--- src/rtl/issue_scoreboard.sv ---
// Register scoreboard and issue scheduler between decode and the DO/M/MEM units.
// Tracks pending writers per register and CPSR, sequences the multiplier, bounds loads.
module issue_scoreboard #(
   parameter int M_LATENCY = 4,
   parameter int LD_MAX    = 2
) (
   input  logic        clk,
   input  logic        rst,
   input  logic        uop_valid_i,
   output logic        uop_ready_o,
   input  logic [1:0]  uop_class_i,
   input  logic [3:0]  uop_src_en_i,
   input  logic [3:0]  uop_src1_i,
   input  logic [3:0]  uop_src2_i,
   input  logic [3:0]  uop_src3_i,
   input  logic [3:0]  uop_src4_i,
   input  logic        uop_dest_en_i,
   input  logic [3:0]  uop_dest_i,
   input  logic        uop_cpsr_rd_i,
   input  logic        uop_cpsr_wr_i,
   input  logic        wb_valid_i,
   input  logic [3:0]  wb_dest_i,
   output logic        issue_do_o,
   output logic        issue_m_o,
   output logic        issue_mem_o,
   output logic [3:0]  fwd_mask_o,
   output logic        m_busy_o,
   output logic [1:0]  ld_count_o,
   output logic [15:0] pending_o,
   output logic        err_o
);

   localparam int CW = (M_LATENCY > 1) ? $clog2(M_LATENCY) : 1;
   localparam logic [CW-1:0] M_LOAD = CW'(M_LATENCY - 1);
   localparam logic [1:0] LD_LIM = 2'(LD_MAX);
   localparam logic [3:0] PC = 4'd15;

   localparam logic [1:0] CL_DO  = 2'd0;
   localparam logic [1:0] CL_MUL = 2'd1;
   localparam logic [1:0] CL_LD  = 2'd2;
   localparam logic [1:0] CL_ST  = 2'd3;

   typedef enum logic [1:0] {
      OWN_DO = 2'd0,
      OWN_M  = 2'd1,
      OWN_LD = 2'd2
   } own_t;

   typedef enum logic {
      M_IDLE,
      M_BUSY
   } m_state_t;

   logic [15:0] pend_q, pend_d;
   own_t        own_q [16];
   own_t        own_d [16];
   logic        cpsr_q, cpsr_d;
   m_state_t    m_q, m_d;
   logic [CW-1:0] cnt_q, cnt_d;
   logic [3:0]  mdst_q, mdst_d;
   logic        mdst_en_q, mdst_en_d;
   logic [1:0]  ld_q, ld_d;
   logic        err_q, err_d;

   logic [3:0]  src [4];
   logic [3:0]  fwd;
   logic        src_stall;
   logic        waw;
   logic        hazard;
   logic        m_free;
   logic        unit_ok;
   logic        fire;
   logic        wb_ok;
   logic        ld_inc;
   logic        set_en;
   own_t        set_own;
   logic        m_clr;

   assign src[0] = uop_src1_i;
   assign src[1] = uop_src2_i;
   assign src[2] = uop_src3_i;
   assign src[3] = uop_src4_i;

   // DO-owned sources are one cycle old and ride the result forward path
   always_comb begin
      src_stall = 1'b0;
      fwd       = '0;
      for (int i = 0; i < 4; i++) begin
         if (uop_src_en_i[i] && src[i] != PC && pend_q[src[i]]) begin
            if (own_q[src[i]] == OWN_DO) fwd[i] = 1'b1;
            else src_stall = 1'b1;
         end
      end
   end

   assign waw = uop_dest_en_i && uop_dest_i != PC &&
                pend_q[uop_dest_i] && own_q[uop_dest_i] != OWN_DO;
   assign hazard = src_stall || waw || (uop_cpsr_rd_i && cpsr_q);
   assign m_free = (m_q == M_IDLE) || (cnt_q == '0);

   always_comb begin
      unit_ok = 1'b1;
      unique case (uop_class_i)
         CL_MUL:  unit_ok = m_free;
         CL_LD:   unit_ok = (ld_q < LD_LIM) ||
                            (ld_q == LD_LIM && wb_valid_i);
         default: unit_ok = 1'b1;
      endcase
   end

   assign uop_ready_o = !rst && !hazard && unit_ok;
   assign fire        = uop_valid_i && uop_ready_o;
   assign issue_do_o  = fire && uop_class_i == CL_DO;
   assign issue_m_o   = fire && uop_class_i == CL_MUL;
   assign issue_mem_o = fire && uop_class_i[1];
   assign fwd_mask_o  = fire ? fwd : 4'd0;

   assign wb_ok  = wb_valid_i && ld_q != 2'd0;
   assign ld_inc = issue_mem_o && uop_class_i == CL_LD;
   assign set_en = fire && uop_dest_en_i && uop_dest_i != PC &&
                   uop_class_i != CL_ST;
   assign set_own = issue_m_o ? OWN_M : (issue_mem_o ? OWN_LD : OWN_DO);

   always_comb begin
      m_d       = m_q;
      cnt_d     = cnt_q;
      mdst_d    = mdst_q;
      mdst_en_d = mdst_en_q;
      m_clr     = 1'b0;
      unique case (m_q)
         M_IDLE: begin
            if (issue_m_o) begin
               m_d   = M_BUSY;
               cnt_d = M_LOAD;
            end
         end
         M_BUSY: begin
            if (cnt_q != '0) begin
               cnt_d = cnt_q - CW'(1);
            end else begin
               m_clr = 1'b1;
               if (issue_m_o) cnt_d = M_LOAD;
               else m_d = M_IDLE;
            end
         end
      endcase
      if (issue_m_o) begin
         mdst_d    = uop_dest_i;
         mdst_en_d = uop_dest_en_i && uop_dest_i != PC;
      end
   end

   // clears first, then the new issue's set so it wins on a collision
   always_comb begin
      pend_d = pend_q;
      own_d  = own_q;
      for (int r = 0; r < 16; r++) begin
         if (pend_q[r] && own_q[r] == OWN_DO) pend_d[r] = 1'b0;
      end
      if (m_clr && mdst_en_q && own_q[mdst_q] == OWN_M)
         pend_d[mdst_q] = 1'b0;
      if (wb_ok && own_q[wb_dest_i] == OWN_LD)
         pend_d[wb_dest_i] = 1'b0;
      if (set_en) begin
         pend_d[uop_dest_i] = 1'b1;
         own_d[uop_dest_i]  = set_own;
      end
   end

   always_comb begin
      ld_d = ld_q;
      unique case ({ld_inc, wb_ok})
         2'b10:   ld_d = ld_q + 2'd1;
         2'b01:   ld_d = ld_q - 2'd1;
         default: ld_d = ld_q;
      endcase
   end

   assign cpsr_d = issue_do_o && uop_cpsr_wr_i;
   assign err_d  = err_q || (wb_valid_i && ld_q == 2'd0);

   always_ff @(posedge clk or posedge rst) begin
      if (rst) begin
         pend_q    <= '0;
         cpsr_q    <= 1'b0;
         m_q       <= M_IDLE;
         cnt_q     <= '0;
         mdst_q    <= '0;
         mdst_en_q <= 1'b0;
         ld_q      <= '0;
         err_q     <= 1'b0;
         for (int r = 0; r < 16; r++) own_q[r] <= OWN_DO;
      end else begin
         pend_q    <= pend_d;
         cpsr_q    <= cpsr_d;
         m_q       <= m_d;
         cnt_q     <= cnt_d;
         mdst_q    <= mdst_d;
         mdst_en_q <= mdst_en_d;
         ld_q      <= ld_d;
         err_q     <= err_d;
         for (int r = 0; r < 16; r++) own_q[r] <= own_d[r];
      end
   end

   assign m_busy_o   = (m_q == M_BUSY);
   assign ld_count_o = ld_q;
   assign pending_o  = pend_q;
   assign err_o      = err_q;

endmodule

--- config.mk ---
export PLATFORM = sky130hd
export DESIGN_NAME = issue_scoreboard
export DESIGN_NICKNAME = d
export VERILOG_FILES = /design/src/rtl/issue_scoreboard.sv
export SDC_FILE = /design/constraint.sdc
export NUM_CORES = 1
export LEC_CHECK = 0
export CORE_ASPECT_RATIO = 1.2
export CORE_MARGIN = 3
export CORE_UTILIZATION = 35
export DETAILED_ROUTE_END_ITERATION = 10
export GPL_TIMING_DRIVEN = 0
export SYNTH_ARGS = -nofsm -noshare
export SYNTH_HDL_FRONTEND = slang
export SYNTH_SLANG_ARGS = --single-unit
--- constraint.sdc ---
create_clock -name clk -period 4.7 [get_ports clk]
set_clock_uncertainty 0.05 [all_clocks]
set_input_delay 1.41 -clock clk [delete_from_list [all_inputs] [get_ports clk]]
set_output_delay 1.41 -clock clk [all_outputs]
set_load 0.01 [all_outputs]
# ---- Word-level counts from Yosys, hierarchy flattened
# Index checks and enable logic that the tools add are counted.
dict set report word_totals {
  wordCells 243
  ff_bits 60
  output_inout_bits 28
  input_bits 37
}
dict set report op_classes {
  n_addsub 3
  muxes 88
  n_lt_le_gt_ge 19
  eq_ne 13
  n_bitwise 13
  reduce_logical 83
}
# op count
set op_table {}
lappend op_table {{$bmux 2 s4} 7}
lappend op_table {{$logic_and 1x1->1} 49}
lappend op_table {{$mux 16} 3}
lappend op_table {{$logic_not 2->1} 23}
lappend op_table {{$mux 1} 44}
lappend op_table {{$mux 2} 19}
lappend op_table {{$ge 5x5->1 const B} 7}
lappend op_table {{$lt 4x5->1 const B} 7}
lappend op_table {{$not 4->5} 7}
lappend op_table {{$and 16x16->16} 2}
lappend op_table {{$bwmux 32} 1}
lappend op_table {{$not 16->16} 2}
lappend op_table {{$bmux 1 s4} 5}
lappend op_table {{$ne 4x4->1 const B} 5}
lappend op_table {{$or 16x16->16} 1}
lappend op_table {{$demux 1 s4} 3}
lappend op_table {{$ge 4x1->1 const B} 3}
lappend op_table {{$demux 2 s4} 1}
lappend op_table {{$eq 2x2->1 const B} 4}
lappend op_table {{$pmux 2 s2} 2}
lappend op_table {{$reduce_bool 2->1} 4}
lappend op_table {{$eq 2x1->1 const B} 3}
lappend op_table {{$logic_or 1x1->1} 5}
lappend op_table {{$lt 5x1->1 const B} 1}
lappend op_table {{other kinds (8)} 11}

# ---- Logic depth before layout (Yosys ltp)
dict set report depth {
  depth_word 23
  depth_mapped 14
  mapped_depth_nobuf 12
}

# ---- Worst setup path before layout
# Ideal clock, no wire load.
dict set report synth_path {
  kind {input to output}
  startpoint {input port uop_src1_i[0]}
  endpoint {output port fwd_mask_o[3]}
  path_buffers 1
  required_ns 3.240
  slack_ns -0.204
  arrival_ns 3.444
  stages 8
  path_cell_list {buf_6 > mux4_2 > nand2b_1 > and4b_1 > a2bb2oi_1 > nor2_2 > nand2_1 > nor4b_1}
}
dict set report synth_via {
  elab_chain_len 20
  elab_cells_between_ends 25
  classes_between {eq/ne: 1; mux: 14; bitwise: 1; reduce/logical: 9}
}
# element line_no
set synth_lines {}
lappend synth_lines {{start, declared} 13} ;# input logic [3:0] uop_src1_i,
lappend synth_lines {{$not 4->5 (implied by the code)} 90} ;# if (own_q[src[i]] == OWN_DO) fwd[i] = 1'b1;
lappend synth_lines {{$bmux 2 s4} 90}
lappend synth_lines {{$mux 2 (implied by the code) (2 in series)} 90}
lappend synth_lines {{$logic_not 2->1} 90}
lappend synth_lines {{$mux 1} 90}
lappend synth_lines {{$mux 1 (*)} 89} ;# if (uop_src_en_i[i] && src[i] != PC && pend_q[src[i]]) begin
lappend synth_lines {{$mux 1} 90}
lappend synth_lines {{$mux 1 (*)} 89}
lappend synth_lines {{$mux 1} 90}
lappend synth_lines {{$mux 1 (*)} 89}
lappend synth_lines {{$mux 1} 90}
lappend synth_lines {{$mux 1 (*)} 89}
lappend synth_lines {{$logic_or 1x1->1 (*) (2 in series)} 98} ;# assign hazard = src_stall || waw || (uop_cpsr_rd_i && cpsr_q);
lappend synth_lines {{$logic_not 1->1 (*)} 111} ;# assign uop_ready_o = !rst && !hazard && unit_ok;
lappend synth_lines {{$logic_and 1x1->1 (*) (2 in series)} 111}
lappend synth_lines {{$logic_and 1x1->1 (*)} 112} ;# assign fire = uop_valid_i && uop_ready_o;
lappend synth_lines {{$mux 4 (*)} 116} ;# assign fwd_mask_o = fire ? fwd : 4'd0;
lappend synth_lines {{end, declared} 26} ;# output logic [3:0] fwd_mask_o,
# Every way passes the cells marked *; elsewhere a longest branch is shown, timed or not. The select of a mux whose other input is x is not followed.

# ---- Worst setup path after layout
dict set report layout_path {
  startpoint {input port uop_src3_i[0]}
  endpoint {output port fwd_mask_o[3]}
}
dict set report layout_via {
  elab_chain_len 16
  elab_cells_between_ends 21
  classes_between {eq/ne: 1; mux: 10; bitwise: 1; reduce/logical: 9}
}
# element line_no
set layout_lines {}
lappend layout_lines {{start, declared} 15} ;# input logic [3:0] uop_src3_i,
lappend layout_lines {{$not 4->5 (implied by the code)} 90}
lappend layout_lines {{$bmux 2 s4} 90}
lappend layout_lines {{$mux 2 (implied by the code) (2 in series)} 90}
lappend layout_lines {{$logic_not 2->1} 90}
lappend layout_lines {{$mux 1} 90}
lappend layout_lines {{$mux 1 (*)} 89}
lappend layout_lines {{$mux 1} 90}
lappend layout_lines {{$mux 1 (*)} 89}
lappend layout_lines {{$logic_or 1x1->1 (*) (2 in series)} 98}
lappend layout_lines {{$logic_not 1->1 (*)} 111}
lappend layout_lines {{$logic_and 1x1->1 (*) (2 in series)} 111}
lappend layout_lines {{$logic_and 1x1->1 (*)} 112}
lappend layout_lines {{$mux 4 (*)} 116}
# Marked as above.

==> metrics.yaml <==
die_area_um2: 15840
final_cell_mix: "dfrtp_1, mux2i_1, inv_1"
p_per_area_nw_per_um2: 344.6
grt_util_met1_pct: 29.54
setup_slack_ps: -158.7
rsz0062_at_grt: "true"
synth-edff-count: 0
switching_share_pct: 37.64
path_class: "primary input to output port"
grt_pass1_vias: 5191
grt_pass1_wl_mm: 30.23
async_reset_ff_share_pct: 100.0
worstHoldStart: "err_o"
pwr-share-clk_pct: 27.2
clkTransAtPathRegs_ps: 50
cts_tree: "built"
p_int_mw: 1.436
pwr-share-comb_pct: 35.4
drv_cap: 0
end_kind: "output port"
holdWs_ps: 406.0
total_leakage_power_nw: 3.000
ys_top_cells_by_area: "dfrtp_1, mux2i_1, mux4_2"
fp-row-count: 47
drv_slew: 0
start_kind: "primary input"
ys_warn_count: 0
port-buffer-count: 59
numCtsBuffers: 9
violations: "negative setup slack"
drive_gt1_share_pct: 26.19
place_congestion: 0.9522
tightest_slew_ps: 961.9
clk_latency_ps: 330
netlist_area_um2: 5027
routed_via_density: 6.291
stdcell_area_um2: 6680
fin_crit_sh_pct: 103.4
wl_mm: 20.44
htreeDepth: 3
slowest_delay_ps: 480
syn_inst: 538
synth_area_per_cell_um2: 9.344
dieHeight_um: 137.3
wl_per_cell_um: 24.92
post-dp-hpwl_mm: 14.81
drtIter0Drc: 445
grt-busiest-layer: "met2"
start_util_pct: 36.07
cp_top_family: "simple AND/OR/NAND/NOR gates"
p_switching_uw: 866.5
hold_buffers: 0
crit_arrival_ps: 3400
final_common_cell: "dfrtp_1"
synth_seq_cells: 60
first_pass_iters: 5
die_w_um: 115.4
clockBufferDepth: 2
antenna_found_initial: 0
synth_largest_area_cell: "dfrtp_1"
yosys.cell_types.count: 69
cts_sinks: 60
maxSlewHeadroom_pct: 34.97
crit_chain: "buf_12 -> or4b_4 -> o2111a_1 -> o2bb2ai_2 -> a2bb2oi_2 -> and4bb_1 -> buf_6 -> nand2_8 -> nor4b_2 -> buf_2"
fillers: 1327
yosysSeqAreaShare_pct: 29.87
required_ps: 3240
worst_ir_drop_vdd_uv: 147.4
grt_max_degree: 36
hold_violations: 0
overflow: 0
syn_to_final_growth_pct: 32.88
ys.flop_type: "dfrtp_1"
status: "finished, violations left"
fmax_mhz: 205.8
hp-class: "register to register"
placed_area_um2: 5859
route.detailed.drc: 0
crit_buf_inv: 3
crit_path_start: "uop_src3_i[0]"
final_nets: 686
clockRootBuffer: "clkbuf_16"
synth_nets: 580
pwr-share-seq_pct: 37.4
met2_usage_pct: 44.34
period_needed_ps: 4859
setup_viol: 8
coreArea_um2: 13940
grtUsageMet3_pct: 4.350
diodes: 0
worstPathMaxFanout: 7
vias: 5159
grt_util_all_layers_pct: 25.84
ant_nets: 0
post-place-ws_ps: -1636
num_io_pins: 65
reg2reg_from: "own_q[22]"
synth_top_area_share_pct: 29.87
slowest_stage: "or4b_4"
state kept, by name, summed over array words and instances (netlist names), 2 cells and up:
| register | flops |
|---|---|
| ld_count_o | 2 |
| mdst_q | 4 |
| pending_o | 16 |
| cnt_q | 2 |
| own_q | 32 |
cells in the mapped netlist (all sizes together), types with 11 or more instances:
cell,number
dfrtp,60
mux2i,48
inv,46
nor2,39
nand2,32
nand2b,29
mux4,21
nor3,21
o21ai,20
buf,16
nand4,16
clkbuf,13
a22oi,12
nor2b,12
a21oi,11
logic make-up after synthesis:
kind of cell | count (synthesis) | share of synthesized area [%]
AOI/OAI and AO/OA | 107 | 15.93
xor gates and xnor gates | 3 | 0.5227
adders and majority gates | 5 | 1.244
buffers and inverters | 75 | 6.695
DFF | 60 | 29.87
muxes | 76 | 20.68
and+or+nand+nor | 212 | 25.06
stage by stage:
step / TNS (ps) / total power [mW] / instances / util [%]
3_3_place_gp: -12500 / 1.565 / 768 / 41.90
3_5_place_dp: -12850 / 1.583 / 769 / 42.04
2_1_floorplan: -170.5 / 1.212 / 538 / -
6_report: -905.5 / 2.302 / 820 / 47.93
5_1_grt: -1341 / 2.403 / 820 / 47.93
4_1_cts: -717.7 / 2.267 / 811 / 46.72
path summary, 6_finish.rpt:
kind                                 end  slack [ps]  cells past startpoint
min in group asynchronous         cpsr_q        1530                      2
max reg2reg                ld_count_o[1]        1370                     13
min reg2reg                        err_o         410                      1
max in group asynchronous      own_q[10]        2440                      3
min                                err_o         410                      1
max                        fwd_mask_o[3]        -160                     10
repair_timing:
item | 4_1_cts | 5_1_grt
endpoints found under the setup margin | 9 | 8
gates cloned | 2 | 0
setup buffers | 25 | 9
resized for setup | 132 | 26
pin swaps | 21 | 10
metal layers:
metal | vias to the layer above | wire (um)
met5 | - | 0
met4 | 0 | 1441
met3 | 86 | 1298
met2 | 284 | 10190
met1 | 2547 | 7502
li1 | 2242 | -
layout make-up:
type	count	area, um^2	area share (%)
sequential	60	1501	22.48
clock buffer	12	266.5	3.990
inverter	46	181.4	2.716
multi-input combinational	403	3436	51.43
clock inverter	4	22.52	0.3371
buffer	28	207.7	3.109
tap	171	214.0	3.203
timing repair buffer	96	850.8	12.74
power groups by stage:
stage / clock, mW / sequential [mW] / combinational, mW
2_1_floorplan: 0 / 0.758 / 0.454
3_3_place_gp: 0 / 0.848 / 0.717
4_1_cts: 0.633 / 0.846 / 0.789
6_report: 0.625 / 0.862 / 0.815
5_1_grt: 0.660 / 0.862 / 0.881
3_5_place_dp: 0 / 0.853 / 0.730
No activity file was read; power rests on OpenSTA's default activity.
